--- src/rtl/uart_tx_mmio.sv ---
// Memory-mapped 8N1 UART transmitter. Stores to DATA are queued in a small FIFO
// and serialized on tx. Software polls STATUS for full/overflow/busy.
module uart_tx_mmio #(
   parameter int CLKS_PER_BIT = 5208,
   parameter int FIFO_DEPTH   = 4
) (
   input  logic        clk,
   input  logic        reset,
   input  logic        wen,
   input  logic        uartSel,
   input  logic        addr,
   input  logic [15:0] wdata,
   output logic [15:0] rdata,
   output logic        tx,
   output logic        busy,
   output logic        full,
   output logic        overflow
);

   localparam int                PTR_W       = $clog2(FIFO_DEPTH);
   localparam int                BAUD_W      = $clog2(CLKS_PER_BIT);
   localparam logic [PTR_W:0]    DEPTH_C     = (PTR_W + 1)'(FIFO_DEPTH);
   localparam logic [BAUD_W-1:0] BAUD_RELOAD = BAUD_W'(CLKS_PER_BIT - 1);

   typedef enum logic [1:0] {IDLE, START, DATA, STOP} state_t;

   state_t            state_reg, state_next;
   logic [BAUD_W-1:0] baud_reg, baud_next;
   logic [2:0]        bit_idx_reg, bit_idx_next;
   logic [7:0]        shift_reg, shift_next;
   logic              tx_reg, tx_next;
   logic              overflow_reg, overflow_next;

   logic [7:0]        fifo_mem [FIFO_DEPTH];
   logic [PTR_W-1:0]  wr_ptr_reg, rd_ptr_reg;
   logic [PTR_W:0]    count_reg, count_next;

   logic data_wr, ctrl_wr, push, pop, fifo_empty;
   logic [7:0] head;
   logic unused_wdata;

   assign data_wr    = wen & uartSel & ~addr;
   assign ctrl_wr    = wen & uartSel & addr;
   assign fifo_empty = (count_reg == '0);
   assign full       = (count_reg == DEPTH_C);
   assign push       = data_wr & ~full;
   assign head       = fifo_mem[rd_ptr_reg];
   assign unused_wdata = ^wdata[15:8];

   // Storage has no reset: the pointers and count define what is valid.
   always_ff @(posedge clk) begin
      if (push)
         fifo_mem[wr_ptr_reg] <= wdata[7:0];
   end

   always_comb begin
      count_next = count_reg;
      case ({push, pop})
         2'b10:   count_next = count_reg + (PTR_W + 1)'(1);
         2'b01:   count_next = count_reg - (PTR_W + 1)'(1);
         default: count_next = count_reg;
      endcase
   end

   // A dropped byte sets the flag even if a pop frees a slot on the same edge.
   always_comb begin
      overflow_next = overflow_reg;
      if (data_wr && full)
         overflow_next = 1'b1;
      else if (ctrl_wr && wdata[2])
         overflow_next = 1'b0;
   end

   always_ff @(posedge clk or posedge reset) begin
      if (reset) begin
         wr_ptr_reg   <= '0;
         rd_ptr_reg   <= '0;
         count_reg    <= '0;
         overflow_reg <= 1'b0;
      end else begin
         if (push)
            wr_ptr_reg <= wr_ptr_reg + PTR_W'(1);
         if (pop)
            rd_ptr_reg <= rd_ptr_reg + PTR_W'(1);
         count_reg    <= count_next;
         overflow_reg <= overflow_next;
      end
   end

   always_ff @(posedge clk or posedge reset) begin
      if (reset) begin
         state_reg   <= IDLE;
         baud_reg    <= '0;
         bit_idx_reg <= '0;
         shift_reg   <= '0;
         tx_reg      <= 1'b1;
      end else begin
         state_reg   <= state_next;
         baud_reg    <= baud_next;
         bit_idx_reg <= bit_idx_next;
         shift_reg   <= shift_next;
         tx_reg      <= tx_next;
      end
   end

   always_comb begin
      state_next   = state_reg;
      baud_next    = baud_reg;
      bit_idx_next = bit_idx_reg;
      shift_next   = shift_reg;
      tx_next      = tx_reg;
      pop          = 1'b0;
      case (state_reg)
         IDLE: begin
            tx_next = 1'b1;
            if (!fifo_empty) begin
               pop        = 1'b1;
               shift_next = head;
               baud_next  = BAUD_RELOAD;
               tx_next    = 1'b0;
               state_next = START;
            end
         end
         START: begin
            if (baud_reg == '0) begin
               tx_next      = shift_reg[0];
               baud_next    = BAUD_RELOAD;
               bit_idx_next = 3'd0;
               state_next   = DATA;
            end else begin
               baud_next = baud_reg - BAUD_W'(1);
            end
         end
         DATA: begin
            if (baud_reg == '0) begin
               baud_next = BAUD_RELOAD;
               if (bit_idx_reg == 3'd7) begin
                  tx_next    = 1'b1;
                  state_next = STOP;
               end else begin
                  shift_next   = {1'b0, shift_reg[7:1]};
                  tx_next      = shift_reg[1];
                  bit_idx_next = bit_idx_reg + 3'd1;
               end
            end else begin
               baud_next = baud_reg - BAUD_W'(1);
            end
         end
         STOP: begin
            if (baud_reg == '0) begin
               // Chain straight into the next start bit when more data is queued.
               if (!fifo_empty) begin
                  pop        = 1'b1;
                  shift_next = head;
                  baud_next  = BAUD_RELOAD;
                  tx_next    = 1'b0;
                  state_next = START;
               end else begin
                  state_next = IDLE;
               end
            end else begin
               baud_next = baud_reg - BAUD_W'(1);
            end
         end
         default: state_next = IDLE;
      endcase
   end

   assign tx       = tx_reg;
   assign overflow = overflow_reg;
   assign busy     = !fifo_empty || (state_reg != IDLE);
   assign rdata    = addr ? {13'b0, overflow_reg, full, busy} : 16'h0000;

endmodule

--- config.mk ---
export PLATFORM = sky130hd
export DESIGN_NAME = uart_tx_mmio
export DESIGN_NICKNAME = d
export VERILOG_FILES = /design/src/rtl/uart_tx_mmio.sv
export SDC_FILE = /design/constraint.sdc
export NUM_CORES = 1
export LEC_CHECK = 0
export ABC_AREA = 0
export ABC_CLOCK_PERIOD_IN_PS = 3600
export BUFFER_PORTS_ARGS = -buffer_cell sky130_fd_sc_hd__buf_4
export CORE_ASPECT_RATIO = 0.7
export CORE_MARGIN = 1
export CORE_UTILIZATION = 27
export DETAILED_ROUTE_END_ITERATION = 7
export PLACE_DENSITY_LB_ADDON = 0.08
export SLEW_MARGIN = 20
export SYNTH_ARGS = -nofsm -noshare
export SYNTH_HDL_FRONTEND = slang
export SYNTH_SLANG_ARGS = --single-unit
--- constraint.sdc ---
create_clock -name clk -period 3.6 [get_ports clk]
set_input_delay 0.54 -clock clk [delete_from_list [all_inputs] [get_ports clk]]
set_output_delay 0.54 -clock clk [all_outputs]
set_load 0.01 [all_outputs]
# [After elaboration in Yosys (flattened, before gate mapping)]
# Memories as Yosys holds them, arrays and structs flattened.
# Cells that the tools add are included.
[word_totals] ff_bits=35 ram_bits=32 out_inout_bits=20 wordCells=89 n_memories=1
[op_classes] n_addsub=6 eq_ne=14 muxes=36 bitwise_logic=6 n_reduce_logical=17
[memory_table] memory="fifo_mem" depth=4 width=8 rd=1 rd_clocked_by_memory_dff=0 write_ports=1 line_no="34" text="logic [7:0] fifo_mem [FIFO_DEPTH];"
[op_table] cell="$mux 13" count=3
[op_table] cell="$pmux 13 s3" count=1
[op_table] cell="$mux 8" count=4
[op_table] cell="$pmux 8 s3" count=1
[op_table] cell="$ne 2x2->1 const B" count=7
[op_table] cell="$logic_not 13->1" count=1
[op_table] cell="$mux 1" count=13
[op_table] cell="$sub 13x1->13 const B" count=1
[op_table] cell="$mux 3" count=4
[op_table] cell="$pmux 3 s2" count=2
[op_table] cell="$reduce_and 4->1" count=3
[op_table] cell="$mux 2" count=5
[op_table] cell="$pmux 2 s4" count=1
[op_table] cell="$reduce_bool 2->1" count=4
[op_table] cell="$add 3x1->3 const B" count=2
[op_table] cell="$eq 2x2->1 const B" count=3
[op_table] cell="$eq 3x3->1 const B" count=2
[op_table] cell="$reduce_and 5->1" count=1
[op_table] cell="$add 2x1->2 const B" count=2
[op_table] cell="$and 1x1->1" count=4
[op_table] cell="$eq 2x1->1 const B" count=2
[op_table] cell="$pmux 1 s4" count=1
[op_table] cell="$logic_not 3->1" count=1
[op_table] cell="$reduce_bool 3->1" count=1
[op_table] cell="other kinds (8)" count=10

# [Depth between registers and ports, before layout]
[logic_depth] ltp_word=6 ltp_mapped=11 depth_no_buf=11

# [Worst setup path after synthesis]
# No wires, ideal clock.
[synth_timing] path_type="reg2reg" from="register baud_reg[0]" to="register count_reg[2]" setup_time_ns=0.079 t_arrival_ns=2.481 required_time_ns=3.521 slack_ns=1.040 path_stages_with_launch=12 n_path_buf=0 cell_sequence="dfrtp_1 > inv_1 > ha_1 > nor4b_4 > a41oi_1 > nor3_1 > ha_1 > inv_1 > fa_1 > xor2_1 > nor2_1 > xor2_1"
[synth_via] elab_chain_cells=5 word_cells_on_any_way=7 classes_between="eq/ne (2); mux (3); reduce/logical (2)"
[synth_lines] element="start: declaration" line_no="28" text="logic [BAUD_W-1:0] baud_reg, baud_next;"
[synth_lines] element="start signal: assignment" line_no="99" text="baud_reg <= baud_next;"
[synth_lines] element="$logic_not 13->1 *" line_no="150" text="if (baud_reg == '0) begin"
[synth_lines] element="$mux 1 *" line_no="150"
[synth_lines] element="$pmux 1 s2 *" line_no="113" text="case (state_reg)"
[synth_lines] element="net pop" line_no="38" text="logic data_wr, ctrl_wr, push, pop, fifo_empty;"
[synth_lines] element="$eq 2x1->1 / $eq 2x2->1 (equally long branches)" line_no="58" text="case ({push, pop})"
[synth_lines] element="$pmux 3 s2 / $reduce_bool 2->1 (equally long branches)"
[synth_lines] element="end signal: assignment" line_no="85" text="count_reg <= count_next;"
[synth_lines] element="end: declaration" line_no="36" text="logic [PTR_W:0] count_reg, count_next;"
# Mark *: on every way through the listed nets, which the timed path passes. The rest lies on a longest branch.
# A chain may end at the register's enable or synchronous reset.

# [Worst setup path after layout]
# Same ends and word-level chain as after synthesis.

==> impl_results.md <==
- Initial antenna violation count: 0
- Area contributors post-synth: edfxtp_1 (27%), dfrtp_1 (24%), mux4_2 (5.1%)
- Worst Tran Pin Value: 0.773 ns
- Post-CTS setup buffers: 0
- Core ar.: 12,600 um^2
- Setup WS pre-CTS: 0.720 ns
- Worst-path clk slew: 0.06 ns
- Final Slew Violations: 0
- WS Path Type: reg -> reg
- Switching Share: 0.398
- Endpoint type of the worst setup path: flip-flop
- Final HPWL from detailed placement: 5410 um
- DRC Markers: 10
- R2R setup slack: 0.73 ns
- Yosys top cell by area: edfxtp_1
- Fraction of registers with async set/reset: 0.522
- Largest net degree at the start of global routing: 36
- Multi-input logic area: 1510 um^2
- Comb power frac: 0.435
- PwrDens: 895 nW/um^2
- Slowest stage delay, CP: 0.42 ns
- Gate Count Post-Synth: 300
- Leakage: 1.63 nW
- WP data required: 3.86 ns
- Root buffer cell: clkbuf_16
- Max VDD drop: 328 uV
- Antenna diode instance count: 0
- Pre-Repair DR Iteration Count: 6
- Layout cells sized above 1: 0.177
- Cells resized by post-CTS repair: 0
- Slew headroom: 0.482
- Outcome: finished with violations
- Final Wtd Congestion: 0.719
- Post-synthesis cell area: 3520 um^2
- Netlist cell types: 56
- Clk sinks: 67
- Period utilization: 0.798
- Main flop type after synthesis: dfrtp_1
- Worst path buffer plus inverter count: 3
- Die area: 13,500 um^2
- Row count: 34
- Final ANT Viol Nets: 0
- Worst setup SP type: flip-flop
- Failing checks: DRC
- Fill count: 1,273
- Worst-Skew Late Latency: 0.33 ns
- CTS Hold Buffers Added: 0
- Drt total wl: 7830 um
- Die W: 139 um
- 1st-iter DRT viols: 145
- Total track usage: 0.129
- Post-synth EDFFs: 32
- Vias in the first global route: 2,379
- Max Cap Violations: 0
- Clock power frac: 0.222
- Net switching power: 1.45 mW
- CP cell instances: inv_1 -> ha_1 -> nor4b_4 -> buf_4 -> a41oi_1 -> nor3_1 -> ha_1 -> inv_1 -> fa_1 -> xor2_1 -> nor2_1 -> xor2_1
- Layout area overhead: 15.3%
- Slowest library cell on the worst path: dfrtp_1
- CTS HTree Levels: 3
- Syn_area_per_cell: 11.7 um^2
- Total power: 3.64 mW
- Critical path arrival: 3.13 ns
- Fin crit period: 2.87 ns
- WL/cell: 16.0 um
- Yosys top cell area share: 0.273
- Starting Density: 0.280
- Clk_skew: 0.00700 ns
- Final setup viols: 0
- Gr ovfl total: 0
- Yosys warns: 0
- CP top delay family: adder cells
- Flop pwr share: 0.343
- Sequential-to-total area share from yosys stat: 0.521
- CTS tree: yes
- Type of the worst min-delay path: in -> async
- CTS Buffer Depth: 2
- Fin Setup TNS: 0 ns
- Die H: 97.6 um
- RSZ-0062 raised after global routing: no
- # nets final: 358
- Via count: 2,317
- Max reg flops: 32
- Port Buf Inserts: 19
- Reg area: 1840 um^2
- Int Pwr: 2.19 mW
- Yosys reg bits: 67
- Critical-path maximum fanout: 9
- First-pass GRT wire length: 13,100 um
- CTS Buf Count: 9
- Fmax: 348 MHz
- Drt via density: 4.74
- PnR worst setup slack: 0.726 ns
- IO Pins: 41
- Layout Utilization: 0.323
- Final hold violations: 0
-- final cells by class --
class / count / share of cell area
sequential: 67 / 0.452
tap: 162 / 0.0499
inverter: 19 / 0.0176
clock inverter: 5 / 0.00708
clock buffer: 11 / 0.0597
multi-input combinational: 202 / 0.371
timing repair buffer: 23 / 0.0425
-- cell families after synthesis --
logic type / Yosys count / synth area share
simple gates: 87 / 0.125
fa+ha+maj: 15 / 0.0554
mux: 20 / 0.0880
buf+inv: 43 / 0.0639
compound gates: 60 / 0.128
other cells: 1 / 0.00106
xor+xnor: 7 / 0.0174
flops: 67 / 0.521
-- layer usage --
| layer | up-vias | wire length, um | GRT usage |
|---|---|---|---|
| li1 | 1134 | - | - |
| met1 | 1124 | 4310 | 0.191 |
| met2 | 50 | 3040 | 0.173 |
| met3 | 9 | 353 | 0.0355 |
| met4 | 0 | 123 | 0.0519 |
| met5 | - | 0 | 0 |
-- power by group through the flow --
stage	Sequential (mW)	Clock, mW	Combinational (mW)
after detailed placement	1.26	0	1.59
final	1.25	0.806	1.58
after CTS	1.25	0.826	1.59
after floorplan	1.14	0	1.30
after global routing	1.29	0.859	1.79
after global placement	1.26	0	1.58
-- through the flow --
step / area [um^2] / hold slack, ns / instances
after detailed placement: 3790 / 0.479 / 473
after floorplan: 3570 / 0.454 / 312
after CTS: 4060 / 0.338 / 489
after global routing: 4060 / 0.361 / 489
final: 4060 / 0.324 / 489
after global placement: 3790 / 0.471 / 473
-- tightest hold or removal path, cell delays in order --
cell and delay (ns):
buf_4 0.11, inv_1 0.04, buf_4 0.41
-- final timing paths --
kind | cells after the start | to | start
setup / recovery | 12 | count_reg[2]$_DFFE_PP0P_ | baud_reg[0]$_DFF_PP0_
hold / removal | 3 | wr_ptr_reg[0]$_DFFE_PP0P_ | reset
setup reg to reg | 12 | count_reg[2]$_DFFE_PP0P_ | baud_reg[0]$_DFF_PP0_
hold reg to reg | 1 | shift_reg[3]$_DFFE_PP0P_ | shift_reg[3]$_DFFE_PP0P_
max in group asynchronous | 3 | tx$_DFFE_PP1P_ | reset
min in group clk | 1 | fifo_mem[3][7]$_DFFE_PP_ | wdata[7]
-- layout by cell type, fill, tap and decap left out, drive strengths merged, types with 8 or more instances in the layout --
| cell | n |
|---|---|
| o21ai | 9 |
| clkbuf | 11 |
| conb | 13 |
| nor3 | 10 |
| a31oi | 9 |
| nand2 | 32 |
| edfxtp | 32 |
| and2 | 9 |
| a21oi | 8 |
| buf | 23 |
| nor2 | 17 |
| dfrtp | 34 |
| ha | 14 |
| mux2 | 8 |
| mux4 | 8 |
| inv | 18 |
-- cells in the mapped netlist, types with 4 or more instances --
| cell type | n |
|---|---|
| nor2_1 | 17 |
| a21oi_1 | 7 |
| mux2i_1 | 4 |
| a31oi_1 | 9 |
| nor3_1 | 10 |
| a41oi_1 | 4 |
| nand2_1 | 32 |
| ha_1 | 14 |
| clkbuf_1 | 6 |
| edfxtp_1 | 32 |
| dfrtp_1 | 34 |
| buf_4 | 14 |
| and2_1 | 9 |
| xor2_1 | 5 |
| nor4_1 | 4 |
| mux2_2 | 5 |
| inv_1 | 18 |
| nand3_1 | 4 |
| mux4_2 | 8 |
| o21ai_0 | 8 |
No activity file was read; power rests on OpenSTA's default activity.
